===== config.mk =====
export PLATFORM = sky130hd
export DESIGN_NAME = id_ex_decode_stage
export DESIGN_NICKNAME = d
export VERILOG_FILES = /design/src/rtl/id_ex_decode_stage.sv
export SDC_FILE = /design/constraint.sdc
export NUM_CORES = 1
export LEC_CHECK = 0
export BUFFER_PORTS_ARGS = -buffer_cell sky130_fd_sc_hd__buf_2
export CAP_MARGIN = 10
export CORE_UTILIZATION = 43
export DETAILED_ROUTE_END_ITERATION = 7
export GPL_TIMING_DRIVEN = 0
export PLACE_DENSITY = 0.8
export SLEW_MARGIN = 20
export SYNTH_ARGS = -nofsm -noshare
export SYNTH_HDL_FRONTEND = slang
export SYNTH_SLANG_ARGS = --single-unit

===== constraint.sdc =====
create_clock -name clk -period 2.08 [get_ports clk]
set_clock_uncertainty 0.05 [all_clocks]
set_input_delay 0.416 -clock clk [delete_from_list [all_inputs] [get_ports clk]]
set_output_delay 0.416 -clock clk [all_outputs]
set_load 0.01 [all_outputs]

===== src/rtl/id_ex_decode_stage.sv =====
// ID stage of the RV64 subset core. It decodes one instruction into the control
// bundle, register indices and immediate, and registers the result into ID/EX.
module id_ex_decode_stage #(
    parameter int XLEN      = 64,
    parameter int ILL_CNT_W = 8
) (
    input  logic                 clk,
    input  logic                 reset,
    input  logic [31:0]          instruction,
    input  logic                 in_valid,
    input  logic                 stall,
    input  logic                 flush,
    output logic                 out_valid,
    output logic [1:0]           ALUOp,
    output logic [3:0]           funct,
    output logic                 Branch,
    output logic                 MemRead,
    output logic                 MemtoReg,
    output logic                 MemWrite,
    output logic                 ALUSrc,
    output logic                 RegWrite,
    output logic [4:0]           rs1,
    output logic [4:0]           rs2,
    output logic [4:0]           rd,
    output logic [XLEN-1:0]      imm,
    output logic                 illegal,
    output logic [ILL_CNT_W-1:0] illegal_count
);

    localparam logic [6:0] OP_R    = 7'b0110011;
    localparam logic [6:0] OP_IALU = 7'b0010011;
    localparam logic [6:0] OP_LD   = 7'b0000011;
    localparam logic [6:0] OP_SD   = 7'b0100011;
    localparam logic [6:0] OP_BEQ  = 7'b1100011;

    typedef struct packed {
        logic       vld;
        logic [1:0] aluop;
        logic [3:0] funct;
        logic       branch;
        logic       memread;
        logic       memtoreg;
        logic       memwrite;
        logic       alusrc;
        logic       regwrite;
        logic [4:0] rs1;
        logic [4:0] rs2;
        logic [4:0] rd;
        logic [XLEN-1:0] imm;
        logic       illegal;
    } idex_t;

    idex_t                dec;
    idex_t                idex_q;
    logic [ILL_CNT_W-1:0] ill_cnt_q;

    always_comb begin
        dec       = '0;
        dec.vld   = 1'b1;
        dec.funct = {instruction[30], instruction[14:12]};
        dec.rs1   = instruction[19:15];
        dec.rs2   = instruction[24:20];
        dec.rd    = instruction[11:7];
        unique case (instruction[6:0])
            OP_R: begin
                dec.aluop    = 2'b10;
                dec.regwrite = 1'b1;
            end
            OP_IALU: begin
                dec.alusrc   = 1'b1;
                dec.regwrite = 1'b1;
                dec.imm      = {{(XLEN-12){instruction[31]}}, instruction[31:20]};
            end
            OP_LD: begin
                dec.alusrc   = 1'b1;
                dec.memread  = 1'b1;
                dec.memtoreg = 1'b1;
                dec.regwrite = 1'b1;
                dec.imm      = {{(XLEN-12){instruction[31]}}, instruction[31:20]};
            end
            OP_SD: begin
                dec.alusrc   = 1'b1;
                dec.memwrite = 1'b1;
                dec.imm      = {{(XLEN-12){instruction[31]}}, instruction[31:25],
                                instruction[11:7]};
            end
            OP_BEQ: begin
                dec.aluop  = 2'b01;
                dec.branch = 1'b1;
                dec.imm    = {{(XLEN-13){instruction[31]}}, instruction[31], instruction[7],
                              instruction[30:25], instruction[11:8], 1'b0};
            end
            default: dec.illegal = 1'b1;
        endcase
    end

    // A bubble is the all-zero bundle; the illegal counter survives flushes.
    always_ff @(posedge clk) begin
        if (reset) begin
            idex_q    <= '0;
            ill_cnt_q <= '0;
        end else if (flush) begin
            idex_q <= '0;
        end else if (!stall) begin
            if (in_valid) begin
                idex_q <= dec;
                if (dec.illegal && (ill_cnt_q != {ILL_CNT_W{1'b1}}))
                    ill_cnt_q <= ill_cnt_q + 1'b1;
            end else begin
                idex_q <= '0;
            end
        end
    end

    assign out_valid     = idex_q.vld;
    assign ALUOp         = idex_q.aluop;
    assign funct         = idex_q.funct;
    assign Branch        = idex_q.branch;
    assign MemRead       = idex_q.memread;
    assign MemtoReg      = idex_q.memtoreg;
    assign MemWrite      = idex_q.memwrite;
    assign ALUSrc        = idex_q.alusrc;
    assign RegWrite      = idex_q.regwrite;
    assign rs1           = idex_q.rs1;
    assign rs2           = idex_q.rs2;
    assign rd            = idex_q.rd;
    assign imm           = idex_q.imm;
    assign illegal       = idex_q.illegal;
    assign illegal_count = ill_cnt_q;

endmodule


**Word-level counts from Yosys, hierarchy flattened**

Index checks and enable logic that the tools add are counted.

- Flip-flop bits (word level): 101
- Input bits: 37
- Output and inout bits: 101
- Word-level logic and storage cells: 40

- $add $sub $neg: 1
- Equal/unequal tests: 6
- Mux-type cells: 9
- Bitwise operators: 2
- Reduce and logical (&&, ||, !) cells: 7

Operators with widths:

| operator | count |
|---|---|
| case mux 64 bit (3 select lines) | 1 |
| 2-to-1 mux 93 bit | 1 |
| == test 7 x 6 -> 1 bit, second input constant | 2 |
| adder 8 x 1 -> 8 bit, second input constant | 1 |
| != test 8 bit, second input constant | 1 |
| == test 7 x 2 -> 1 bit, second input constant | 1 |
| == test 7 x 5 -> 1 bit, second input constant | 1 |
| == test 7 bit, second input constant | 1 |
| OR reduction 3 bit | 2 |
| 2-to-1 mux 1 bit | 5 |
| OR reduction 5 bit | 1 |
| case mux 2 bit (2 select lines) | 1 |
| AND reduction 4 bit | 1 |
| OR reduction 2 bit | 2 |
| 2-to-1 mux 2 bit | 1 |
| inverter 1 bit | 2 |
| logical AND 1 bit | 1 |

**Longest topological paths before layout**

Gate-level depths: netlist (run 1).

- Word-level depth: 5
- Gate-level depth with buffers: 6

**Worst setup path after synthesis (run 1)**

Ideal clock, no wire load.

- Path type: register to output
- Start: register, netlist name imm[62]
- End: output imm[13]
- Arrival: 1.448 ns
- Data required time: 1.614 ns
- Slack: 0.166 ns
- Cell stages (with the launch flop): 2
- Buffers on the path: 1
- Cells stage by stage: dfxtp_1 > buf_4

RTL lines:

| item | line | RTL |
|---|---|---|
| end: declaration | 25 | `output logic [XLEN-1:0] imm,` |

**Final worst setup path (run 1)**

- Start: input instruction[2]
- End: register idex_q, in the netlist imm[62]

- Word-level cells in the longest chain between the ends: 4

RTL lines:

| item | line | RTL |
|---|---|---|
| start: declaration | 9 | `input logic [31:0] instruction,` |
| == test 7 x 2 -> 1 bit or == test 7 x 5 -> 1 bit (tied branches) | 64 | `unique case (instruction[6:0])` |
| OR reduction 2 bit (no source line) | - |  |
| case mux 64 bit (3 select lines) (*) | 64 |  |
| 2-to-1 mux 93 bit (*) | 105 | `if (in_valid) begin` |
| end signal: assignment | 103 | `idex_q <= '0;` |
| end signal: assignment | 106 | `idex_q <= dec;` |
| end signal: assignment | 110 | `idex_q <= '0;` |
| end: declaration | 54 | `idex_t idex_q;` |

Mark *: on every way between the ends. The rest lies on a longest branch, timed or not.
A chain may end at the register's enable or synchronous reset.

==> results of run 1 <==
## state kept, by name, indices dropped and copies added (netlist names)
signal / count
imm: 13
illegal_count: 8
rd: 5
rs1: 5
rs2: 5
funct: 4
ALUOp: 2
ALUSrc: 1
Branch: 1
MemRead: 1
MemWrite: 1
RegWrite: 1
illegal: 1
out_valid: 1
## metal layers
metal,global-route usage,wire length [um]
met1,0.234,2400
met2,0.322,2620
met3,0.0750,643
met4,0.0881,95
met5,0,0
## cell families (layout without fill, tap and decap cells)
logic type | after synthesis | count (layout) | synth area share
fa+ha+maj | 1 | 1 | 0.00546
simple gates | 75 | 75 | 0.166
buf+inv | 66 | 208 | 0.198
mux | 2 | 2 | 0.00928
flops | 49 | 49 | 0.428
compound gates | 62 | 62 | 0.193
## power by group
group	switching, mW	internal (mW)
sequential	0.00751	0.946
combinational	0.0814	0.0598
clock	0.306	0.263
## how the worst max path moves through the flow
stage	from	to	slack (ns)
floorplan	imm[62]	imm[13]	0.17
global placement	imm[62]	imm[32]	-0.02
detailed placement	instruction[2]	imm[62]	-0.05
CTS	imm[62]	imm[34]	0.04
global route	instruction[2]	imm[62]	0.16
finish	instruction[2]	imm[62]	0.26
## repair_timing
action                                  4_1_cts  5_1_grt
hold buffers                                  0        0
setup buffers                                 0        0
endpoints found under the setup margin        0       51
resized for setup                             0        1
## area by class of cell
type	count	area (um2)	share of cell area
well taps	70	87.6	0.0278
plain buffers	65	449	0.143
multi-input cells	140	857	0.272
flip-flops and latches	49	985	0.313
clock inverters	1	7.51	0.00238
repair buffers	135	676	0.215
clock buffers	6	82.6	0.0262
inverters	1	3.75	0.00119
## cell usage in the layout (no fill, tap or decap), types with 2 or more instances in the layout
| master | n |
|---|---|
| o31ai_1 | 5 |
| dfxtp_1 | 48 |
| o21ai_0 | 6 |
| clkbuf_8 | 6 |
| a22o_1 | 8 |
| buf_2 | 137 |
| nand2_1 | 11 |
| buf_4 | 52 |
| nand4_1 | 2 |
| nand2b_1 | 3 |
| a21oi_1 | 10 |
| a22oi_1 | 27 |
| nor3_1 | 5 |
| nand3_1 | 8 |
| nor2b_1 | 4 |
| and2_1 | 2 |
| nor2_1 | 29 |
| o2111ai_1 | 2 |
| clkbuf_1 | 7 |
| or4_1 | 6 |
| buf_1 | 3 |
## per-stage QoR
| step | setup slack (ns) | TNS (ns) |
|---|---|---|
| final | 0.255 | 0 |
| after global routing | 0.164 | 0 |
| after CTS | 0.0421 | 0 |
| after detailed placement | -0.0544 | -0.393 |
| after global placement | -0.0228 | -1.17 |
| after floorplan | 0.166 | 0 |
==> results.cfg, run 1 <==
[power_and_ir_drop]
ir_drop_mv = 0.389
total_power_mw = 1.66
p_per_area_nw_per_um2 = 529
leakagePower_nw = 1.66

[synth]
ys_warn_count = 0
yosys_register_bits = 49
synth_edf_count = 0
yosys-top-cells-area = dfxtp_1 (43%), buf_4 (17%), a22oi_1 (8.8%)
synth_fp_nets = 293
synth.cell_area_um2 = 2290
synth_top_area_share = 0.428
synth_top_cells_by_count = buf_4 (52), dfxtp_1 (49), nor2_1 (29), a22oi_1 (27), nand2_1 (11)
synthDistinctLibCells = 34
yosys.area.top_type = dfxtp_1
synth_flop_cell = dfxtp_1
synth.most_common_cell = buf_4
netlist_instances = 255
syn_area_per_cell_um2 = 8.98
seq_area_frac_synth = 0.428
async_flop_share = 0

[worst_setup_path]
crit_family = simple AND/OR/NAND/NOR gates
cpMaxStageDelayCell = nor3_1
end_kind = register
critPathRequiredTime_ns = 2.27
cp-start-kind = input pin
crit_chain = buf_2, nand4bb_1, nor3_1, o21ba_2, buf_2, a22o_1
cp.buffers_inverters = 2
max_stage_delay_ns = 0.66
worstPathMaxFanout = 8
crit_type = input pin to register
r2r-start = illegal_count[2]
r2r_end = illegal_count[6]
cp_common_cell = buf_2
arrival_ns = 2.02
reg2reg_depth = 4
reg2reg_setup_slack_ns = 0.29
worst-path-stages = 6

[cells_and_area]
design_area_um2 = 3150
area_delta_synth_final_pct = 37.4
drive_above_1_share = 0.511
nets = 435
layout.cells.non_filler = 467
fin_util = 0.616
diodes = 0
fillCellCount = 467

[die]
io_pins = 138
initial_core_util = 0.449
rows = 26
die_y_um = 75.0
coreArea_um2 = 5110
dieArea_um2 = 5620
die_w_um = 75.0

[timing]
fmax_mhz = 548
slew_violations = 0
rsz0062_at_grt = false
slew_headroom = 0.487
min_period_ns = 1.82
setup_viol_count_final = 0
tightest_slew_ns = 0.763
hold_slack_ns = 0.272
final-hold-violation-count = 0
finalCritPeriodShare = 0.877

[placed_design]
io_buffers = 135
placed_area_um2 = 3060
dp_hpwl_mm = 4.44
place.gp.congestion = 0.850
place_inst = 460

[drt]
wire_per_inst_um = 12.3
firstDrtPassIters = 4
num_vias = 2272
drc = 0
postRouteAntennaNets = 0
routed_wl_mm = 5.75
drt_first_iter_violations = 131
vias_per_cell = 4.87

[clock_tree]
htree_levels = 2
clk_latency_ns = 0.30
clkSlewWorstSetupHoldPaths_ns = 0.09
numCtsBuffers = 5
cts_root_buf = clkbuf_8
ctsLongestPathBuffers = 2
clkSinkCount = 49
cts_tree = yes

[min_path]
worstHoldPathCells = 2
min_path_type = input pin to register
hp-start = instruction[29]
hold_end = imm[9]

[run_status]
run_status = finished clean

[grt]
gr-total-overflow = 0
grtUsageTotal = 0.199
antenna_found_initial = 0
grt_max_degree = 54
grt_pass1_wl_mm = 8.40
grt_pass1_vias = 1816

[run]
drv_cap = 0
(Power assumes the default switching activity.)
==> inputs of run 2 (changes only) <==
- PLACE_DENSITY: 0.8 -> 0.85
==> run 2 against run 1 <==
Net effect: setup slack better by 0.020 ns; design area increased by 0.83%; count of clock-buffer cells in the layout up 1; register-to-register slack about the same; sequential power barely moved; combinational power is essentially flat; fmax rose by 1.1%; die area unchanged; clock power is 22% higher; critical path type is now register to register.
==> results.cfg, run 2 (synthesized netlist as in run 1, its figures left out) <==
[worst_setup_path]
end_kind = register
crit_type = register to register
cp-start-kind = register
critPathRequiredTime_ns = 2.25
worstPathMaxFanout = 6
arrival_ns = 1.97

[timing]
rsz0062_at_grt = false
setup_viol_count_final = 0
fmax_mhz = 554
finalCritPeriodShare = 0.868
timing.setup.tns_ns = 0
final-hold-violation-count = 0
min_period_ns = 1.80
slew_headroom = 0.524
slew_violations = 0
tightest_slew_ns = 0.709

[clock_tree]
clkSlewWorstSetupHoldPaths_ns = 0.08
cts_root_buf = clkbuf_8
clk_latency_ns = 0.30
numCtsBuffers = 5
htree_levels = 2
cts_tree = yes
clkSinkCount = 49
ctsLongestPathBuffers = 2

[cells_and_area]
final_common_cell = buf_2
nets = 435
largest_reg_flops = 13
layout_common_cells = buf_2 (137), buf_4 (52), dfxtp_1 (48)
fillCellCount = 452
fin_util = 0.622
diodes = 0
area_delta_synth_final_pct = 38.6
drive_above_1_share = 0.510
regArea_um2 = 985
multiInputGateArea_um2 = 857
design_area_um2 = 3170

[grt]
antenna_found_initial = 0
grt_pass1_vias = 1752
grtUsageTotal = 0.192
grt_pass1_wl_mm = 8.16
grt_max_degree = 54
gr-total-overflow = 0

[run]
drv_cap = 0

[drt]
routed_wl_mm = 5.67
wire_per_inst_um = 12.1
drt_first_iter_violations = 77
postRouteAntennaNets = 0
num_vias = 2248
vias_per_cell = 4.80
drc = 0
firstDrtPassIters = 4

[power_and_ir_drop]
p_seq_frac = 0.533
comb_power_share = 0.080
pwr-share-clk = 0.387
p_sw_mw = 0.389
p_int_mw = 1.40
swShare = 0.218
ir_drop_mv = 0.399
p_per_area_nw_per_um2 = 563
total_power_mw = 1.79
leakagePower_nw = 1.67

[run_status]
run_status = finished clean

[die]
io_pins = 138
coreArea_um2 = 5110
rows = 26
dieArea_um2 = 5620
initial_core_util = 0.449
die_y_um = 75.0
die_w_um = 75.0

[placed_design]
dp_hpwl_mm = 4.33
place.gp.congestion = 0.799
io_buffers = 135
placed_area_um2 = 3060

[min_path]
min_path_type = input pin to register
## run 2: cell types whose count changed in the layout (fill, tap and decap cells not counted)
cell	previous run	this run
bufinv_16	0	1
clkinvlp_4	1	0
clkbuf_1	7	8
## run 2: per-layer routing
| metal | routed length [um] | share of wire | track usage | vias to the layer above |
|---|---|---|---|---|
| li1 | - | - | - | 1136 |
| met1 | 2360 | 0.42 | 0.231 | 993 |
| met2 | 2740 | 0.48 | 0.330 | 114 |
| met3 | 523 | 0.092 | 0.0522 | 5 |
| met4 | 45 | 0.0079 | 0.0650 | 0 |
| met5 | 0 | 0 | 0 | - |
## run 2: final timing paths
| check | start | to | slack (ns) | cells after the start |
|---|---|---|---|---|
| max | illegal_count[2] | illegal_count[5] | 0.28 | 4 |
| min | instruction[25] | imm[5] | 0.27 | 2 |
| min reg2reg | out_valid | out_valid | 0.42 | 2 |
| max reg2reg | illegal_count[2] | illegal_count[5] | 0.28 | 4 |
## run 2: final cells by class
cell class / count / area share
clock inverter: 1 / 0.00946
timing repair buffer: 135 / 0.213
tap: 70 / 0.0276
buffer: 65 / 0.142
sequential: 49 / 0.310
multi-input combinational: 140 / 0.270
inverter: 1 / 0.00118
clock buffer: 7 / 0.0272
## run 2: power groups by stage
| stage | Combinational [mW] | Clock (mW) | Sequential (mW) |
|---|---|---|---|
| floorplan | 0.0667 | 0 | 0.981 |
| global placement | 0.139 | 0 | 0.976 |
| detailed placement | 0.143 | 0 | 0.976 |
| CTS | 0.143 | 0.713 | 0.954 |
| global route | 0.158 | 0.747 | 0.955 |
| finish | 0.142 | 0.692 | 0.953 |
## run 2: through the flow
step / std cells / worst slack, ns / hold WS (ns)
floorplan: 255 / 0.166 / 0.440
global placement: 460 / -0.00720 / 0.401
detailed placement: 460 / -0.0800 / 0.408
CTS: 468 / 0.0721 / 0.263
global route: 468 / 0.126 / 0.268
finish: 468 / 0.275 / 0.274
## run 2: worst max-delay path, stage by stage (launching register included)
cell and delay, ns:
dfxtp_1 0.43, nand3_1 0.19, or3_4 0.40, or4_1 0.47
a21oi_1 0.18
## run 2: timing repair
item | 4_1_cts | 5_1_grt
gates resized for setup | 0 | 1
hold buffers | 0 | 0
endpoints found under the setup margin | 0 | 51
setup buffers | 0 | 0
==> inputs of run 3 (changes only) <==
- PLACE_DENSITY: 0.85 -> 0.81
==> run 3 against run 2 <==
Net effect: fmax is 1.8% lower; sequential share of layout area down 0.17 points; flip-flop and latch count unchanged; critical path type is now input pin to register; setup slack got worse by 0.034 ns; via count fell by 0.18%; global-route usage is 0.56 points higher; largest power group unchanged; highest routed layer unchanged.
==> results.cfg, run 3 (synthesized netlist as in run 1, its figures left out) <==
[clock_tree]
cts_root_buf = clkbuf_8
numCtsBuffers = 5
htree_levels = 2
clkSinkCount = 49
clk_latency_ns = 0.30
ctsLongestPathBuffers = 2
cts_tree = yes
clkSlewWorstSetupHoldPaths_ns = 0.08

[grt]
grt_pass1_wl_mm = 8.46
grt_pass1_vias = 1842
antenna_found_initial = 0
grtUsageTotal = 0.198
gr-total-overflow = 0
grt_max_degree = 54

[worst_setup_path]
arrival_ns = 2.03
cpMaxStageDelayCell = nor3_1
cp_common_cell = buf_2
worstPathMaxFanout = 8
cp-start-kind = input pin
critPathRequiredTime_ns = 2.28
cp.buffers_inverters = 2
max_stage_delay_ns = 0.63
crit_chain = buf_2, nand4bb_1, nor3_1, o21ba_2, buf_2, a22o_1
crit_type = input pin to register
end_kind = register
crit_family = simple AND/OR/NAND/NOR gates

[cells_and_area]
multiInputGateArea_um2 = 857
largest_reg_flops = 13
fin_util = 0.625
diodes = 0
nets = 435
drive_above_1_share = 0.513
regArea_um2 = 985
layout_common_cells = buf_2 (137), buf_4 (52), dfxtp_1 (48)
area_delta_synth_final_pct = 39.3
final_common_cell = buf_2
fillCellCount = 448

[timing]
finalCritPeriodShare = 0.884
min_period_ns = 1.84
slew_headroom = 0.518
final-hold-violation-count = 0
slew_violations = 0
fmax_mhz = 544
rsz0062_at_grt = false
fin_ws_ns = 0.241
tightest_slew_ns = 0.717
setup_viol_count_final = 0

[die]
die_y_um = 75.0
coreArea_um2 = 5110
initial_core_util = 0.449
rows = 26
io_pins = 138
dieArea_um2 = 5620
die_w_um = 75.0

[drt]
routed_wl_mm = 5.66
drt_first_iter_violations = 96
vias_per_cell = 4.79
firstDrtPassIters = 4
postRouteAntennaNets = 0
num_vias = 2244
drc = 0
wire_per_inst_um = 12.1

[run]
drv_cap = 0

[placed_design]
place.gp.congestion = 0.767
io_buffers = 135
pre_cts_slack_ns = -0.0688
dp_hpwl_mm = 4.42

[power_and_ir_drop]
p_per_area_nw_per_um2 = 591
leakagePower_nw = 1.68
ir_drop_mv = 0.567

[min_path]
min_path_type = input pin to register

[run_status]
run_status = finished clean
## run 3: changes by cell type in the layout (fill, tap and decap cells not counted)
cell / change
clkbuf_8: -1
clkinv_2: +1
clkbuf_1: -1
bufinv_16: +1
## run 3: stage by stage
stage	area [um2]	setup TNS (ns)	instances	hold WS (ns)	total power [mW]
5_1_grt	3190	0	468	0.268	1.95
3_5_place_dp	3060	-0.448	460	0.402	1.12
2_1_floorplan	2290	0	255	0.440	1.05
6_report	3190	0	468	0.275	1.89
3_3_place_gp	3050	0	460	0.400	1.12
4_1_cts	3190	0	468	0.271	1.90
## run 3: repair_timing
item,in CTS,in global routing
resized for setup,0,1
setup endpoints to repair,0,51
buffers inserted,0,0
hold buffers,0,0
## run 3: final timing paths
| kind | start | to | slack, ns | cells past startpoint |
|---|---|---|---|---|
| setup reg to reg | illegal_count[2] | illegal_count[6] | 0.28 | 4 |
| hold / removal | instruction[29] | imm[9] | 0.28 | 2 |
| hold reg to reg | out_valid | out_valid | 0.42 | 2 |
| setup / recovery | instruction[2] | imm[8] | 0.24 | 6 |
## run 3: area by class of cell
type	count	share of cell area
Buffer	65	0.141
Clock buffer	5	0.0216
Clock inverter	3	0.0204
Inverter	1	0.00118
Multi-Input combinational cell	140	0.269
Sequential cell	49	0.309
Tap cell	70	0.0274
Timing Repair Buffer	135	0.212
## run 3: layer usage
metal | part of all wire | global-route usage
met5 | 0 | 0
met4 | 0.016 | 0.0776
met3 | 0.083 | 0.0589
met2 | 0.47 | 0.328
met1 | 0.43 | 0.240
## run 3: report_power, final
part,leakage [nW],internal [mW],total (mW),switching (mW)
Combinational,1.22,0.0597,0.142,0.0826
Sequential,0.397,0.946,0.953,0.00671
Clock,0.0681,0.477,0.790,0.313
Total,1.68,1.48,1.89,0.402
## run 3: worst reg2reg max path, stage by stage, from the launching register on
cell,delay [ns]
dfxtp_1,0.44
nand3_1,0.19
or3_4,0.40
or4_1,0.48
o211a_1,0.14
